<file path="src/rtl/ahb_reg_slave.sv">
// ahb_reg_slave: AHB-Lite responder holding a bank of 32-bit registers.
//
// Sits behind the AHB decoder and returns HREADYOUT/HRESP/HRDATA to the response mux.
// Every OKAY data phase gets WAIT_STATES wait cycles. Byte, halfword and word writes
// are supported. Illegal transfers get the two-cycle ERROR response and leave the
// registers untouched. The whole register bank is exported flat for peripheral logic.
//
// Parameters:
//   AHB_ADDR_WIDTH  HADDR width (bits above [11:0] are ignored)
//   REG_NUM         number of 32-bit registers (power of two, 2..256)
//   WAIT_STATES     wait cycles per OKAY data phase (0..7)
//   RO_MASK         bit i set makes register i read-only (writes answer ERROR)
//
// Ports:
//   ahb_clk_in        clock, rising edge
//   ahb_rst_in        synchronous active-high reset
//   ahb_sel_in        slave select from the decoder
//   ahb_addr_in       HADDR
//   ahb_trans_in      HTRANS (0 IDLE, 1 BUSY, 2 NONSEQ, 3 SEQ)
//   ahb_write_in      HWRITE
//   ahb_size_in       HSIZE
//   ahb_wdata_in      HWDATA
//   ahb_ready_in      HREADY from the response mux
//   ahb_readyout_out  HREADYOUT
//   ahb_resp_out      HRESP (0 OKAY, 1 ERROR)
//   ahb_rdata_out     HRDATA, zero outside a DATA-state read
//   reg_bank_out      register i on bits [32i+31:32i]
module ahb_reg_slave #(
    parameter int unsigned        AHB_ADDR_WIDTH = 32,
    parameter int unsigned        REG_NUM        = 16,
    parameter int unsigned        WAIT_STATES    = 1,
    parameter logic [REG_NUM-1:0] RO_MASK        = '0
) (
    input  logic                    ahb_clk_in,
    input  logic                    ahb_rst_in,
    input  logic                    ahb_sel_in,
    input  logic [AHB_ADDR_WIDTH-1:0] ahb_addr_in,
    input  logic [1:0]              ahb_trans_in,
    input  logic                    ahb_write_in,
    input  logic [2:0]              ahb_size_in,
    input  logic [31:0]             ahb_wdata_in,
    input  logic                    ahb_ready_in,
    output logic                    ahb_readyout_out,
    output logic                    ahb_resp_out,
    output logic [31:0]             ahb_rdata_out,
    output logic [REG_NUM*32-1:0]   reg_bank_out
);

    localparam int unsigned IDX_W     = $clog2(REG_NUM);
    localparam logic [9:0]  REG_LIMIT = 10'(REG_NUM);
    localparam logic [2:0]  WAIT_LOAD = (WAIT_STATES == 0) ? 3'd0 : 3'(WAIT_STATES - 1);

    localparam logic [2:0] StIdle = 3'd0;
    localparam logic [2:0] StWait = 3'd1;
    localparam logic [2:0] StData = 3'd2;
    localparam logic [2:0] StErr1 = 3'd3;
    localparam logic [2:0] StErr2 = 3'd4;

    logic [2:0]       state_q, state_d;
    logic [2:0]       cnt_q, cnt_d;
    logic [IDX_W-1:0] idx_q;
    logic [1:0]       lo_q;
    logic             write_q;
    logic [1:0]       size_q;

    logic             can_accept;
    logic             accept;
    logic             acc_err;
    logic [IDX_W-1:0] acc_idx;
    logic [9:0]       word_addr;
    logic [3:0]       wstrb;
    logic             commit;

    // The decoder has already qualified the upper address bits.
    logic unused_addr_hi;
    assign unused_addr_hi = ^ahb_addr_in[AHB_ADDR_WIDTH-1:12];

    // A new address phase is only taken while HREADYOUT is high.
    assign can_accept = (state_q == StIdle) || (state_q == StData) || (state_q == StErr2);
    assign accept     = ahb_sel_in & ahb_ready_in & ahb_trans_in[1] & can_accept;
    assign word_addr  = ahb_addr_in[11:2];
    assign acc_idx    = ahb_addr_in[IDX_W+1:2];

    // RO_MASK lookup is only meaningful in range; out-of-range is an error anyway.
    assign acc_err = (ahb_size_in > 3'd2)
                   | ((ahb_size_in == 3'd1) & ahb_addr_in[0])
                   | ((ahb_size_in == 3'd2) & (ahb_addr_in[1:0] != 2'b00))
                   | (word_addr >= REG_LIMIT)
                   | (ahb_write_in & RO_MASK[acc_idx]);

    always_comb begin
        state_d = state_q;
        cnt_d   = cnt_q;
        case (state_q)
            StIdle, StData, StErr2: begin
                if (accept) begin
                    if (acc_err) begin
                        state_d = StErr1;
                    end else if (WAIT_STATES == 0) begin
                        state_d = StData;
                    end else begin
                        state_d = StWait;
                        cnt_d   = WAIT_LOAD;
                    end
                end else begin
                    state_d = StIdle;
                end
            end
            StWait: begin
                if (cnt_q == 3'd0) begin
                    state_d = StData;
                end else begin
                    cnt_d = cnt_q - 3'd1;
                end
            end
            StErr1:  state_d = StErr2;
            default: state_d = StIdle;
        endcase
    end

    always_ff @(posedge ahb_clk_in) begin
        if (ahb_rst_in) begin
            state_q <= StIdle;
            cnt_q   <= 3'd0;
            idx_q   <= '0;
            lo_q    <= 2'b00;
            write_q <= 1'b0;
            size_q  <= 2'b00;
        end else begin
            state_q <= state_d;
            cnt_q   <= cnt_d;
            if (accept) begin
                idx_q   <= acc_idx;
                lo_q    <= ahb_addr_in[1:0];
                write_q <= ahb_write_in;
                size_q  <= ahb_size_in[1:0];
            end
        end
    end

    // Only sizes 0..2 ever reach DATA, so the default arm is the word case.
    always_comb begin
        wstrb = 4'b0000;
        case (size_q)
            2'd0:    wstrb = 4'b0001 << lo_q;
            2'd1:    wstrb = lo_q[1] ? 4'b1100 : 4'b0011;
            default: wstrb = 4'b1111;
        endcase
    end

    // Write data is taken from HWDATA during DATA; commits on the edge that ends DATA.
    assign commit = (state_q == StData) & write_q;

    for (genvar g = 0; g < REG_NUM; g++) begin : g_reg
        logic [31:0] reg_q;

        always_ff @(posedge ahb_clk_in) begin
            if (ahb_rst_in) begin
                reg_q <= 32'h0;
            end else if (commit && (idx_q == IDX_W'(g))) begin
                for (int k = 0; k < 4; k++) begin
                    if (wstrb[k]) begin
                        reg_q[8*k +: 8] <= ahb_wdata_in[8*k +: 8];
                    end
                end
            end
        end

        assign reg_bank_out[32*g +: 32] = reg_q;
    end

    assign ahb_readyout_out = !((state_q == StWait) || (state_q == StErr1));
    assign ahb_resp_out     = (state_q == StErr1) || (state_q == StErr2);
    assign ahb_rdata_out    = ((state_q == StData) && !write_q)
                            ? reg_bank_out[{idx_q, 5'd0} +: 32] : 32'h0;

endmodule

</file>
<file path="config.mk">
export PLATFORM = sky130hd
export DESIGN_NAME = ahb_reg_slave
export DESIGN_NICKNAME = d
export VERILOG_FILES = /design/src/rtl/ahb_reg_slave.sv
export SDC_FILE = /design/constraint.sdc
export NUM_CORES = 1
export LEC_CHECK = 0
export CAP_MARGIN = 20
export CORE_AREA = 2 2 242 244
export DETAILED_ROUTE_END_ITERATION = 8
export DIE_AREA = 0 0 244 246
export PLACE_DENSITY = 0.81
export SLEW_MARGIN = 20
export SYNTH_ARGS = -nofsm -noshare
export SYNTH_HDL_FRONTEND = slang
export SYNTH_SLANG_ARGS = --single-unit
</file>
<file path="constraint.sdc">
create_clock -name ahb_clk_in -period 2 [get_ports ahb_clk_in]
set_input_delay 0.5 -clock ahb_clk_in [delete_from_list [all_inputs] [get_ports ahb_clk_in]]
set_output_delay 0.5 -clock ahb_clk_in [all_outputs]
set_load 0.005 [all_outputs]
</file>
* After elaboration in Yosys (flattened, before gate mapping)
Memory sizes are Yosys's and may differ from the RTL's.
Cells that the tools add are included.
** Operators by class
- $add $sub $neg :: 1
- $lt $le $gt $ge :: 3
- Equality and inequality tests :: 26
- Shift-type cells :: 2
- Multiplexer cells :: 12
- Bitwise gates (word level) :: 11
- Reductions and logical operators :: 95
** Operator list (count)
- $shiftx 512x10->32 :: 1
- $reduce_and 2->1 :: 64
- $eq 4x4->1 const B :: 8
- $mux 32 :: 1
- $logic_and 1x1->1 :: 17
- $eq 4x3->1 const B :: 4
- $mux 3 :: 5
- $ge 10x5->1 const B :: 1
- $eq 3x2->1 const B :: 3
- $pmux 3 s3 :: 1
- $eq 4x2->1 const B :: 2
- $ne 2x2->1 const B :: 4
- $pmux 4 s2 :: 1
- $and 1x1->1 :: 7
- $eq 3x1->1 const B :: 2
- $logic_not 3->1 :: 2
- $pmux 3 s2 :: 1
- $lt 4x5->1 const B :: 1
- $eq 4x1->1 const B :: 1
- $logic_not 4->1 :: 1
- $logic_or 1x1->1 :: 4
- $mux 4 :: 1
- $or 1x1->1 :: 4
- $reduce_and 4->1 :: 1
- 11 further kinds :: 13
** Storage, ports and cells
- Bits in registers :: 527
- Bits in read-only memories :: 16
- Output and inout port bits :: 546
- Logic and storage cells :: 221
- Memories :: 1
** Memories
- (name not given) :: words 16, bits a word 1, rd ports 1, clocked after Yosys merged registers in 0, wr ports 0, RTL line 89 : | (ahb_write_in & RO_MASK[acc_idx]);

* Depth between registers and ports, before layout
- Word-level depth :: 9
- Mapped depth :: 7

* Worst setup path after synthesis
OpenSTA, ideal clock, no wires.
- Path kind :: flip-flop to output port
- Start :: register idx_q[0]
- End :: output ahb_rdata_out[16]
- Arrival :: 1.660 ns
- Data required time :: 1.500 ns
- Path slack :: -0.160 ns
- Cell stages (with the launch flop) :: 6
- Buffers on the path :: 2
- Path through :: dfxtp_1 buf_2 buf_2 mux4_2 a22oi_1 nand2_1
** On the way
- Cells in the longest elaborated chain, start to end :: 2
** Ends and longest elaborated chain
- start: declaration :: RTL line 61 : logic [IDX_W-1:0] idx_q;
- start signal: assignment :: RTL line 133 : idx_q <= acc_idx;
- $shiftx 512x10->32 :: RTL line 175 : ? reg_bank_out[{idx_q, 5'd0} +: 32] : 32'h0;
- $mux 32 :: RTL line 175
- end: declaration :: RTL line 45 : output logic [31:0] ahb_rdata_out,
No other way between the ends.

* Worst setup path after layout
- Start :: register idx_q[1]
- End :: output ahb_rdata_out[23]
Same word-level chain as after synthesis.

==> impl_metrics.tcl <==
set metrics [dict create \
    wl_um 110000 \
    path_class "reg2out" \
    r2r-start "idx_q[1]$_SDFFE_PP0P_" \
    yosysMostFrequentCell "dfxtp_1" \
    die_width_um 244 \
    grt_overflow 0 \
    rows 88 \
    final_core_util_pct 69.6 \
    crit_chain "buf_12 -> buf_12 -> buf_16 -> buf_4 -> mux4_2 -> a22oi_2 -> nand2_1 -> buf_2" \
    regArea_um2 10900 \
    multi_input_area_um2 13400 \
    syn_nets 2196 \
    finalWorstSetupSlack_ps -972 \
    ys_seq_elements 527 \
    vias 23510 \
    fin_area_um2 39900 \
    fp.dieH_um 246 \
    clk-insertion-delay-late_ps 620 \
    drive_gt1_share_pct 43.7 \
    rsz0062_at_grt "true" \
    critPathMostFrequentCell "buf_12" \
    fmax_ghz 0.337 \
    grt_pass1_vias 24120 \
    ys_top_cells_by_count "527 x dfxtp_1, 522 x mux2i_1, 277 x nand2b_1, 266 x nor2_1, 128 x mux4_2" \
    placedInstanceArea_um2 36200 \
    setup-violations-final 74 \
    synthFlopType "dfxtp_1" \
    synth_fa_ha_area_share_pct 0.104 \
    synth.area.top_cells "dfxtp_1 44%, mux2i_1 22%, mux4_2 12%, nand2b_1 7.2%, nor2_1 4.2%" \
    synth_area_per_cell_um2 11.3 \
    syn_area_um2 24000 \
    vdd_drop_max_mv 0.662 \
    powerDensity_nw_per_um2 564 \
    hold_path_class "reg2reg" \
    area_growth_pct 66.1 \
    setup.worst_path.end_class "primary output" \
    maxCapViolCount 0 \
    synth_largest_area_cell "dfxtp_1" \
    holdBufCountCts 0 \
    start_kind "register" \
    total_power_mw 22.5 \
    yosysWarnings 0 \
    wl_per_cell_um 26.2 \
    post-place-ws_ps -764 \
    status "finished with violations" \
    synth.mux.area_fraction_pct 33.7 \
    synth_compound_area_share_pct 4.15 \
    synth_edf_count 0 \
    vias_per_cell 5.61 \
    synth_top_cell_area_share_pct 43.9 \
    min_from "cnt_q[2]$_SDFFE_PP0P_" \
    crit_arrival_ps 2470 \
    synthSimpleGateAreaFrac_pct 14.6 \
    dp.cells 3978 \
    seq_area_frac_synth_pct 43.9 \
    port_buffers 598 \
    crit_fanout 8 \
    timing.rr.end "g_reg[1].reg_q[3]$_SDFFE_PP0P_" \
    synthArstFlopShare_pct 0 \
    critPathBufInv 5 \
    slew_viol_final 0 \
    synth.distinct_cells 49 \
    skew_ps 27.8 \
    drt_first_iter_violations 1844 \
    grt_usage_pct 34.7 \
    hold_depth 2 \
    setup_tns_ps -29670 \
    synth_top_family_by_area "multiplexers" \
    drtPass1Iterations 7 \
    relSlewSlack_pct 41.5 \
    htreeDepth 2 \
    violations "negative setup slack" \
    ant_nets 0 \
    layoutNonFillerInstCount 4188 \
    holdPathEnd "cnt_q[2]$_SDFFE_PP0P_" \
    fin_nets 3453 \
    clk_pin_slew_worst_paths_ps 60 \
    dieArea_um2 60000 \
    grt_max_degree 113 \
    reg2regPathDepth 10 \
    tightest_slew_ps 875 \
    holdWs_ps 494 \
    synth_cells 2120 \
    cp.required_ps 1500 \
    critical-path-slowest-cell "mux4_2" \
    drc 0 \
    dp_hpwl_um 76800 \
    diodes 0 \
    critical_path.max_stage_delay_ps 550 \
    io_pins 620 \
    grt_pass1_wl_um 155000 \
    cts_buffer_depth 3 \
    critPathTopFamily "buffers and inverters" \
    cts_tree "built" \
    start_util_pct 41.9 \
    cts_root_buffer "clkbuf_16" \
    fill_cells 4019 \
    p_leak_nw 21.7 \
    hold_viol 0 \
    cts_made_buffers 56 \
    reg2reg_setup_slack_ps -80 \
    cts_sinks 527 \
    synth_xor_area_share_pct 0.0364 \
    finalCriticalPeriod_ps 2970 \
    antenna_found_initial 5 \
    core_um2 57400 \
    fin_crit_sh_pct 149 \
    globalplace.congestion 0.953 \
]
[worst max-delay path by stage]
stage                             from           endpoint  cells after the start
2_1_floorplan  state_q[1]$_SDFFE_PP0P_  ahb_rdata_out[30]                      5
3_3_place_gp   state_q[2]$_SDFFE_PP0P_   ahb_rdata_out[0]                      7
3_5_place_dp   state_q[2]$_SDFFE_PP0P_   ahb_rdata_out[0]                      7
4_1_cts          idx_q[1]$_SDFFE_PP0P_  ahb_rdata_out[22]                      6
5_1_grt        state_q[0]$_SDFFE_PP0P_  ahb_rdata_out[15]                      9
6_report         idx_q[1]$_SDFFE_PP0P_  ahb_rdata_out[23]                      8
[sequential cells by signal, indices dropped and copies added, names as in the netlist]
name / count
lo_q: 2
cnt_q: 3
state_q: 3
write_q: 1
idx_q: 4
g.reg_q: 512
size_q: 2
[worst reg2reg max path: stages (launching register included)]
cell      delay [ps]
dfxtp_4          370
buf_12           130
buf_16           150
buf_6            130
buf_6            120
nor4bb_4         300
buf_4            170
buf_8            120
nand3_2          100
buf_12           170
mux2i_2          230
[layout by cell type (no fill, tap or decap), types with 11 or more instances in the layout]
master and n:
dfxtp_1 258, nand3_4 13, clkinv_2 14, nor2_1 264, dfxtp_2 260, clkbuf_8 15
buf_8 13, clkbuf_16 60, buf_2 27, mux2i_1 496, nand2_1 29, buf_12 80
a22oi_2 62, clkdlybuf4s50_1 51, nand2b_1 275, o211ai_4 14, dlygate4sd2_1 507, buf_16 11
buf_6 60, mux4_2 128, mux2i_2 20, nand3_2 17, buf_4 624, o211ai_2 11
[metal layers]
layer  wire, µm  track usage (%)
met1      39200             39.3
met5         62                0
met4       7510             19.7
met3       9860             7.93
met2      53200             60.4
[area by class of cell]
type,count,area share (%)
sequential,527,27.3
timing repair buffer,1384,31.9
clock inverter,25,0.642
inverter,4,0.0376
tap,765,2.40
multi-input combinational,1404,33.6
clock buffer,79,4.10
[power by group]
part	internal (mW)	switching, mW
combinational	0.586	0.714
clock	6.22	4.50
sequential	10.5	0.0177
total	17.3	5.23
[logic make-up after synthesis]
logic type / count (synthesis)
muxes: 650
and+or+nand+nor: 643
DFF: 527
buffers and inverters: 189
AOI/OAI and AO/OA: 108
adders and majority gates: 2
xor gates and xnor gates: 1
[timing repair]
item,4_1_cts,5_1_grt
gates resized for setup,1045,139
setup buffers,60,41
pin swaps,66,77
gates cloned,9,5
setup endpoints to repair,855,265
(Power assumes the default switching activity.)
